File: src/rtl/time_pkg.sv
// rtl/time_pkg.sv - shared types, field moduli and BCD helper for the time-unit counter
package time_pkg;

  typedef enum logic {
    DIR_UP   = 1'b0,
    DIR_DOWN = 1'b1
  } dir_e;

  localparam int SEC_MOD  = 60;
  localparam int MIN_MOD  = 60;
  localparam int HOUR_MOD = 24;

  // Two-digit BCD of a binary value below 100.
  function automatic logic [7:0] bin_to_bcd8(input logic [6:0] bin);
    int v;
    int tens;
    v    = int'(bin);
    tens = v / 10;
    return {4'(tens), 4'(v - tens * 10)};
  endfunction

endpackage

File: src/rtl/tuc_prescaler.sv
// rtl/tuc_prescaler.sv - tick prescaler; step_en marks the tick that advances the value
module tuc_prescaler #(
  parameter  int PRESCALE = 60,
  localparam int PRE_W    = (PRESCALE > 1) ? $clog2(PRESCALE) : 1
) (
  input  logic clk,
  input  logic reset,
  input  logic tick,
  input  logic clr,
  input  logic hold,
  output logic step_en
);

  localparam logic [PRE_W-1:0] PRE_LAST = PRE_W'(PRESCALE - 1);

  logic [PRE_W-1:0] r_pre_cnt;
  logic             w_at_last;

  assign w_at_last = (r_pre_cnt == PRE_LAST);
  // clr and hold outrank tick, so a discarded tick never produces a step.
  assign step_en   = tick & ~hold & ~clr & w_at_last;

  always_ff @(posedge clk or posedge reset) begin
    if (reset) begin
      r_pre_cnt <= '0;
    end else if (clr) begin
      r_pre_cnt <= '0;
    end else if (!hold && tick) begin
      if (w_at_last) begin
        r_pre_cnt <= '0;
      end else begin
        r_pre_cnt <= r_pre_cnt + PRE_W'(1);
      end
    end
  end

endmodule

File: src/rtl/time_unit_counter.sv
// rtl/time_unit_counter.sv - cascadable modulo-MOD time field with prescaler, up/down, clamped load
// Optional TUC_BCD_OUT_EN adds a registered two-digit BCD copy of the value.
module time_unit_counter
  import time_pkg::*;
#(
  parameter  int MOD       = SEC_MOD,
  parameter  int PRESCALE  = 60,
  parameter  int RESET_VAL = 0,
  localparam int VAL_W     = $clog2(MOD)
) (
  input  logic             clk,
  input  logic             reset,
  input  logic             tick,
  input  logic             set,
  input  logic [VAL_W-1:0] set_value,
  input  logic             dir,
  input  logic             hold,
  output logic [VAL_W-1:0] value,
  output logic             carry,
  output logic             set_clamp
`ifdef TUC_BCD_OUT_EN
  ,
  output logic [7:0]       bcd_value
`endif
);

  localparam logic [VAL_W-1:0] MAX_VAL = VAL_W'(MOD - 1);

  logic [VAL_W-1:0] r_value;
  logic             r_carry;
  logic             r_set_clamp;
  logic             w_step_en;
  logic [VAL_W-1:0] w_value_nxt;
  logic             w_carry_nxt;
  logic             w_clamp_nxt;

  tuc_prescaler #(
    .PRESCALE (PRESCALE)
  ) u_prescaler (
    .clk     (clk),
    .reset   (reset),
    .tick    (tick),
    .clr     (set),
    .hold    (hold),
    .step_en (w_step_en)
  );

  // Wraps use explicit compares against MAX_VAL so non-power-of-2 moduli work.
  always_comb begin
    w_value_nxt = r_value;
    w_carry_nxt = 1'b0;
    w_clamp_nxt = 1'b0;
    if (set) begin
      if (set_value > MAX_VAL) begin
        w_value_nxt = MAX_VAL;
        w_clamp_nxt = 1'b1;
      end else begin
        w_value_nxt = set_value;
      end
    end else if (w_step_en) begin
      if (dir_e'(dir) == DIR_DOWN) begin
        if (r_value == '0) begin
          w_value_nxt = MAX_VAL;
          w_carry_nxt = 1'b1;
        end else begin
          w_value_nxt = r_value - VAL_W'(1);
        end
      end else begin
        if (r_value == MAX_VAL) begin
          w_value_nxt = '0;
          w_carry_nxt = 1'b1;
        end else begin
          w_value_nxt = r_value + VAL_W'(1);
        end
      end
    end
  end

  always_ff @(posedge clk or posedge reset) begin
    if (reset) begin
      r_value     <= VAL_W'(RESET_VAL);
      r_carry     <= 1'b0;
      r_set_clamp <= 1'b0;
    end else begin
      r_value     <= w_value_nxt;
      r_carry     <= w_carry_nxt;
      r_set_clamp <= w_clamp_nxt;
    end
  end

  assign value     = r_value;
  assign carry     = r_carry;
  assign set_clamp = r_set_clamp;

`ifdef TUC_BCD_OUT_EN
  if (MOD > 100) begin : g_bcd_range
    $error("time_unit_counter: TUC_BCD_OUT_EN requires MOD <= 100");
  end

  logic [7:0] r_bcd_value;

  always_ff @(posedge clk or posedge reset) begin
    if (reset) begin
      r_bcd_value <= bin_to_bcd8(7'(RESET_VAL));
    end else begin
      r_bcd_value <= bin_to_bcd8(7'(w_value_nxt));
    end
  end

  assign bcd_value = r_bcd_value;
`endif

endmodule

File: config.mk
export PLATFORM = sky130hd
export DESIGN_NAME = time_unit_counter
export DESIGN_NICKNAME = d
export VERILOG_FILES = /design/src/rtl/time_pkg.sv /design/src/rtl/tuc_prescaler.sv /design/src/rtl/time_unit_counter.sv
export SDC_FILE = /design/constraint.sdc
export NUM_CORES = 1
export LEC_CHECK = 0
export CORE_AREA = 3 3 59 67
export CTS_BUF_LIST = sky130_fd_sc_hd__clkbuf_8
export DETAILED_ROUTE_END_ITERATION = 7
export DIE_AREA = 0 0 62 70
export PLACE_DENSITY_LB_ADDON = 0.05
export SYNTH_ARGS = -nofsm -noshare
export SYNTH_HDL_FRONTEND = slang
export SYNTH_SLANG_ARGS = --single-unit
File: constraint.sdc
create_clock -name clk -period 3.5 [get_ports clk]
set_input_delay 1.05 -clock clk [delete_from_list [all_inputs] [get_ports clk]]
set_output_delay 1.05 -clock clk [all_outputs]
set_load 0.03 [all_outputs]
==> impl_metrics.ini, run 1 <==
[clock_tree]
cts_hold_buffers = 0
clk_latency_ns = 0.25
clock_path_buffers = 2
postCtsSetupBuffers = 0
cts_resized = 0
cts_tree = built
clk_pin_slew_worst_paths_ns = 0.07
cts_buffers = 3
clkSinkCount = 14
cts-root-buf = clkbuf_8
h-tree-depth = 1

[final_layout]
antennaDiodeCount = 0
layout-drive-gt1-share = 0.0667
multi_input_area_sq_um = 597
layout.nets = 152
regArea_sq_um = 350
fill_cells = 350
area_growth_syn_to_layout_pct = 27.9
final_core_util = 0.383

[run_status]
outcome = completed

[synthesis]
synth_seq_area_share = 0.351
synth_top_cell_area_share = 0.351
synth_top_area_cell = dfrtp_1
synth_area_per_cell_sq_um = 8.45
ys_warn_count = 0
ys_ff_latch = 14
syn_nets = 134
netlist_instances = 118
synth_area_sq_um = 997
async_flop_share = 1.00
synth_edf_count = 0
ys_top_cells_by_area = dfrtp_1 35%, nand2_1 5.6%, ha_1 5.0%
synth_cell_types = 44
synth_flop_cell = dfrtp_1

[critical_path]
crit_buf_inv = 1
r2r_setup_slack_ns = 1.79
worst_r2r_endpoint = value[4]$_DFFE_PP0P_
crit_type = reg -> out
endpoint_kind = output port
crit_slowest_cell = clkdlybuf4s50_1
crit_family = buffers and inverters
reg2regPathDepth = 6
cp_max_fo = 14
worstSetupStartpointType = register
reg2reg_from = value[0]$_DFFE_PP0P_
cp-startpoint = value[2]$_DFFE_PP0P_
cp_data_required_time_ns = 2.45
slowest_delay_ns = 0.76
cp.arrival_ns = 1.61
crit_chain = clkdlybuf4s50_1

[detailed_routing]
vias = 978
drc = 0
wl_per_cell_um = 13.9
vias_per_cell = 5.34
dr.first_iter.drc_count = 59
drt-total-wl_um = 2540
ant_nets = 0
drtPass1Iterations = 4

[hold_path]
hold_class = reg -> reg
hold_path_end = u_prescaler.r_pre_cnt[5]$_DFFE_PP0P_
min-delay-start = u_prescaler.r_pre_cnt[5]$_DFFE_PP0P_
min_path_cells = 1

[global_route]
grt_start_max_net_pins = 20
grt_overflow = 0
first_global_vias = 1019
grt_pass1_wl_um = 4570
track_usage = 0.136
antenna_found_initial = 0

[floorplanning]
die_w_um = 62
die-height_um = 70
pin_count = 20
dieArea_sq_um = 4340
core-area_sq_um = 3330
initial_core_util = 0.299
rows = 22

[sta]
clock_skew_ns = 0.00261
maxClockFrequency_ghz = 0.376
tns_ns = 0
finalCriticalPeriod_ns = 2.66
rsz0062_at_grt = false
relSlewSlack = 0.564
tightest_slew_ns = 0.651
setup_violations = 0
period_share = 0.760
holdWs_ns = 0.549
finalHoldViolCount = 0
drv_slew = 0

[placed_design]
gp_congestion = 0.804
io_buffers = 19
hpwl_um = 1850

[power]
peakVddDrop_mv = 0.153
power_density_nw_per_um2 = 354
p_leak_nw = 0.532

[flow_run]
maxCapViolCount = 0
## report_power, final
group / internal [W] / switching, W
logic: 0.0000480 / 0.0000506
registers: 0.000170 / 0.0000193
clock network: 0.0000997 / 0.0000642
total: 0.000317 / 0.000134
## layout make-up
class	instances	share of cell area
Clock buffer	4	0.0432
Inverter	4	0.0118
Multi-Input combinational cell	93	0.468
Sequential cell	14	0.275
Tap cell	48	0.0471
Timing Repair Buffer	20	0.155
## cell usage after synthesis, drive strengths merged (2+ instances only)
library cell / number
and3: 3
o22a: 2
and4b: 2
dfrtp: 14
clkbuf: 2
a311oi: 2
nand3: 4
o211ai: 3
o22ai: 3
buf: 5
a21o: 2
inv: 4
nor3: 3
a21oi: 8
nor2: 11
o21ai: 5
nor2b: 3
ha: 4
nand2b: 2
nand2: 16
## worst max-delay path by stage
| stage | to | slack [ns] | depth (start not counted) |
|---|---|---|---|
| after floorplan | value[1]$_DFFE_PP0P_ | 1.49 | 6 |
| after global placement | value[0]$_DFFE_PP0P_ | 0.75 | 7 |
| after detailed placement | value[2]$_DFFE_PP0P_ | 0.77 | 7 |
| after CTS | value[2] | 0.83 | 1 |
| after global routing | value[2] | 0.76 | 1 |
| final | value[2] | 0.84 | 1 |
## per-layer routing
metal	up-vias	global-route usage	routed length, um
met4	0	0.0566	42
met1	475	0.167	1110
met3	6	0.0333	81
met5	-	0	0
li1	473	-	-
met2	24	0.219	1310
## cell usage in the layout, fill, tap and decap left out, drive strengths merged, types with 4 or more instances in the layout
master          n
clkdlybuf4s50  19
nand2          16
dfrtp          14
nor2           11
a21oi           8
o21ai           5
nand3           4
inv             4
ha              4
clkbuf          4
## logic make-up (layout without fill, tap and decap cells)
group	Yosys count	count (layout)	synth area share
buffers and inverters	11	28	0.0502
multiplexers	1	1	0.0100
flip-flops	14	14	0.351
AO/OA/AOI/OAI	37	37	0.260
XOR/XNOR	2	2	0.0176
adder cells (fa/ha/maj)	4	4	0.0502
AND/OR/NAND/NOR	49	49	0.261
## metrics by stage
stage / std cells / power, W / setup WS [ns] / cell area (sq um)
floorplan: 118 / 0.000252 / 1.49 / 997
global placement: 179 / 0.000292 / 0.754 / 1220
detailed placement: 179 / 0.000292 / 0.770 / 1220
CTS: 183 / 0.000460 / 0.830 / 1270
global route: 183 / 0.000478 / 0.757 / 1270
finish: 183 / 0.000451 / 0.839 / 1270
## state kept, by name, summed over array words and instances, names as in the netlist
name and count:
value 6, set_clamp 1, carry 1, u_prescaler.r_pre_cnt 6
## worst reg2reg max path, stage by stage (launching register included)
cell	delay, ns
dfrtp_1	0.50
ha_1	0.28
nor2b_1	0.28
o211a_1	0.19
o211ai_1	0.09
o22ai_1	0.13
o21ai_0	0.09
Power figures use the tool's default switching activity.
==> run 2: changes to the inputs <==
==> constraint.sdc (replaced) <==
create_clock -name clk -period 2.4 [get_ports clk]
set_input_delay 0.72 -clock clk [delete_from_list [all_inputs] [get_ports clk]]
set_output_delay 0.72 -clock clk [all_outputs]
set_load 0.03 [all_outputs]
==> impl_metrics.ini, run 2 (synthesis results as in run 1) <==
[run_status]
outcome = completed

[power]
p_clk_frac = 0.349
power_frac_comb = 0.252
peakVddDrop_mv = 0.278
seq_power_share = 0.399
power.switching_w = 0.000191
power_density_nw_per_um2 = 503
internal_power_w = 0.000472
p_total_w = 0.000663
switching_share = 0.289
p_leak_nw = 0.561

[detailed_routing]
ant_nets = 0
drtPass1Iterations = 4
vias = 950
dr.first_iter.drc_count = 44
drt-total-wl_um = 2530
wl_per_cell_um = 13.4
drc = 0
vias_per_cell = 5.03

[critical_path]
slowest_delay_ns = 0.73
cp.depth = 1
crit_type = reg -> out
crit_family = buffers and inverters
cp-startpoint = value[0]$_DFFE_PP0P_
worstSetupStartpointType = register
crit_end = value[0]
cp_data_required_time_ns = 1.68
cp_max_fo = 9
crit_chain = clkdlybuf4s50_1
cp.arrival_ns = 1.49
r2r_setup_slack_ns = 0.69
reg2regPathDepth = 6
endpoint_kind = output port
crit_slowest_cell = clkdlybuf4s50_1
worst_r2r_endpoint = value[4]$_DFFE_PP0P_
crit_buf_inv = 1
reg2reg_from = value[0]$_DFFE_PP0P_

[sta]
finalHoldViolCount = 0
rsz0062_at_grt = false
period_share = 0.922
finalCriticalPeriod_ns = 2.21
clock_skew_ns = 0.00256
tns_ns = 0
drv_slew = 0
maxClockFrequency_ghz = 0.452
setup_violations = 0
tightest_slew_ns = 0.557
relSlewSlack = 0.628

[clock_tree]
postCtsSetupBuffers = 0
cts_buffers = 3
h-tree-depth = 1
cts_tree = built
clkSinkCount = 14
clock_path_buffers = 2
cts_resized = 0
clk_latency_ns = 0.24
clk_pin_slew_worst_paths_ns = 0.06
cts_hold_buffers = 0
cts-root-buf = clkbuf_8

[final_layout]
layout.nets = 158
final_cell_mix = 19 x clkdlybuf4s50_1, 15 x nand2_1, 14 x dfrtp_1, 11 x nor2_1, 8 x a21oi_1
layout-drive-gt1-share = 0.106
area_growth_syn_to_layout_pct = 32.4
antennaDiodeCount = 0
final_common_cell = clkdlybuf4s50_1

[floorplanning]
rows = 22
initial_core_util = 0.299
core-area_sq_um = 3330
die_w_um = 62
pin_count = 20
dieArea_sq_um = 4340
die-height_um = 70

[global_route]
grtUsageMet2 = 0.213
grt_pass1_wl_um = 4380
grtUsageMet3 = 0.0222
grt_overflow = 0
grt_util_met1 = 0.164
busiest_layer = met2
antenna_found_initial = 0
grt_start_max_net_pins = 15
first_global_vias = 978
track_usage = 0.131

[hold_path]
hold_class = reg -> reg

[placed_design]
hpwl_um = 1980
io_buffers = 19
gp_congestion = 0.861

[flow_run]
maxCapViolCount = 0
run 2: metrics by stage:
step / area (sq um) / instances / util / hold WS [ns] / worst slack [ns]
6_report: 1320 / 189 / 0.396 / 0.531 / 0.187
5_1_grt: 1320 / 189 / 0.396 / 0.572 / 0.136
4_1_cts: 1320 / 189 / 0.396 / 0.529 / 0.173
3_5_place_dp: 1260 / 185 / 0.380 / 0.518 / 0.0945
3_3_place_gp: 1260 / 185 / 0.380 / 0.507 / 0.0877
2_1_floorplan: 997 / 118 / - / 0.487 / 0.705
run 2: final cells by class:
cell class,instances,area [sq um]
Clock buffer,4,55.1
Fill cell,357,2010
Inverter,4,15.0
Multi-Input combinational cell,93,597
Sequential cell,14,350
Tap cell,48,60.1
Timing Repair Buffer,26,243
run 2: layer usage:
layer  up-vias  wire length, um
li1        478                -
met2        13             1280
met5         -                0
met1       453             1120
met3         6               70
met4         0               62
run 2: how the worst min path moves through the flow:
stage / start / slack, ns / end / depth (start not counted)
3_3_place_gp: u_prescaler.r_pre_cnt[5]$_DFFE_PP0P_ / 0.51 / u_prescaler.r_pre_cnt[5]$_DFFE_PP0P_ / 1
5_1_grt: u_prescaler.r_pre_cnt[5]$_DFFE_PP0P_ / 0.57 / u_prescaler.r_pre_cnt[5]$_DFFE_PP0P_ / 1
4_1_cts: u_prescaler.r_pre_cnt[5]$_DFFE_PP0P_ / 0.53 / u_prescaler.r_pre_cnt[5]$_DFFE_PP0P_ / 1
6_report: u_prescaler.r_pre_cnt[5]$_DFFE_PP0P_ / 0.53 / u_prescaler.r_pre_cnt[5]$_DFFE_PP0P_ / 1
2_1_floorplan: u_prescaler.r_pre_cnt[5]$_DFFE_PP0P_ / 0.49 / u_prescaler.r_pre_cnt[5]$_DFFE_PP0P_ / 1
3_5_place_dp: u_prescaler.r_pre_cnt[5]$_DFFE_PP0P_ / 0.52 / u_prescaler.r_pre_cnt[5]$_DFFE_PP0P_ / 1
run 2: power by group through the flow:
stage / sequential (W) / clock, W / combinational, W
after floorplan: 0.000286 / 0 / 0.0000816
after global placement: 0.000269 / 0 / 0.000170
after detailed placement: 0.000269 / 0 / 0.000169
after CTS: 0.000264 / 0.000238 / 0.000170
after global routing: 0.000266 / 0.000251 / 0.000185
final: 0.000264 / 0.000232 / 0.000167
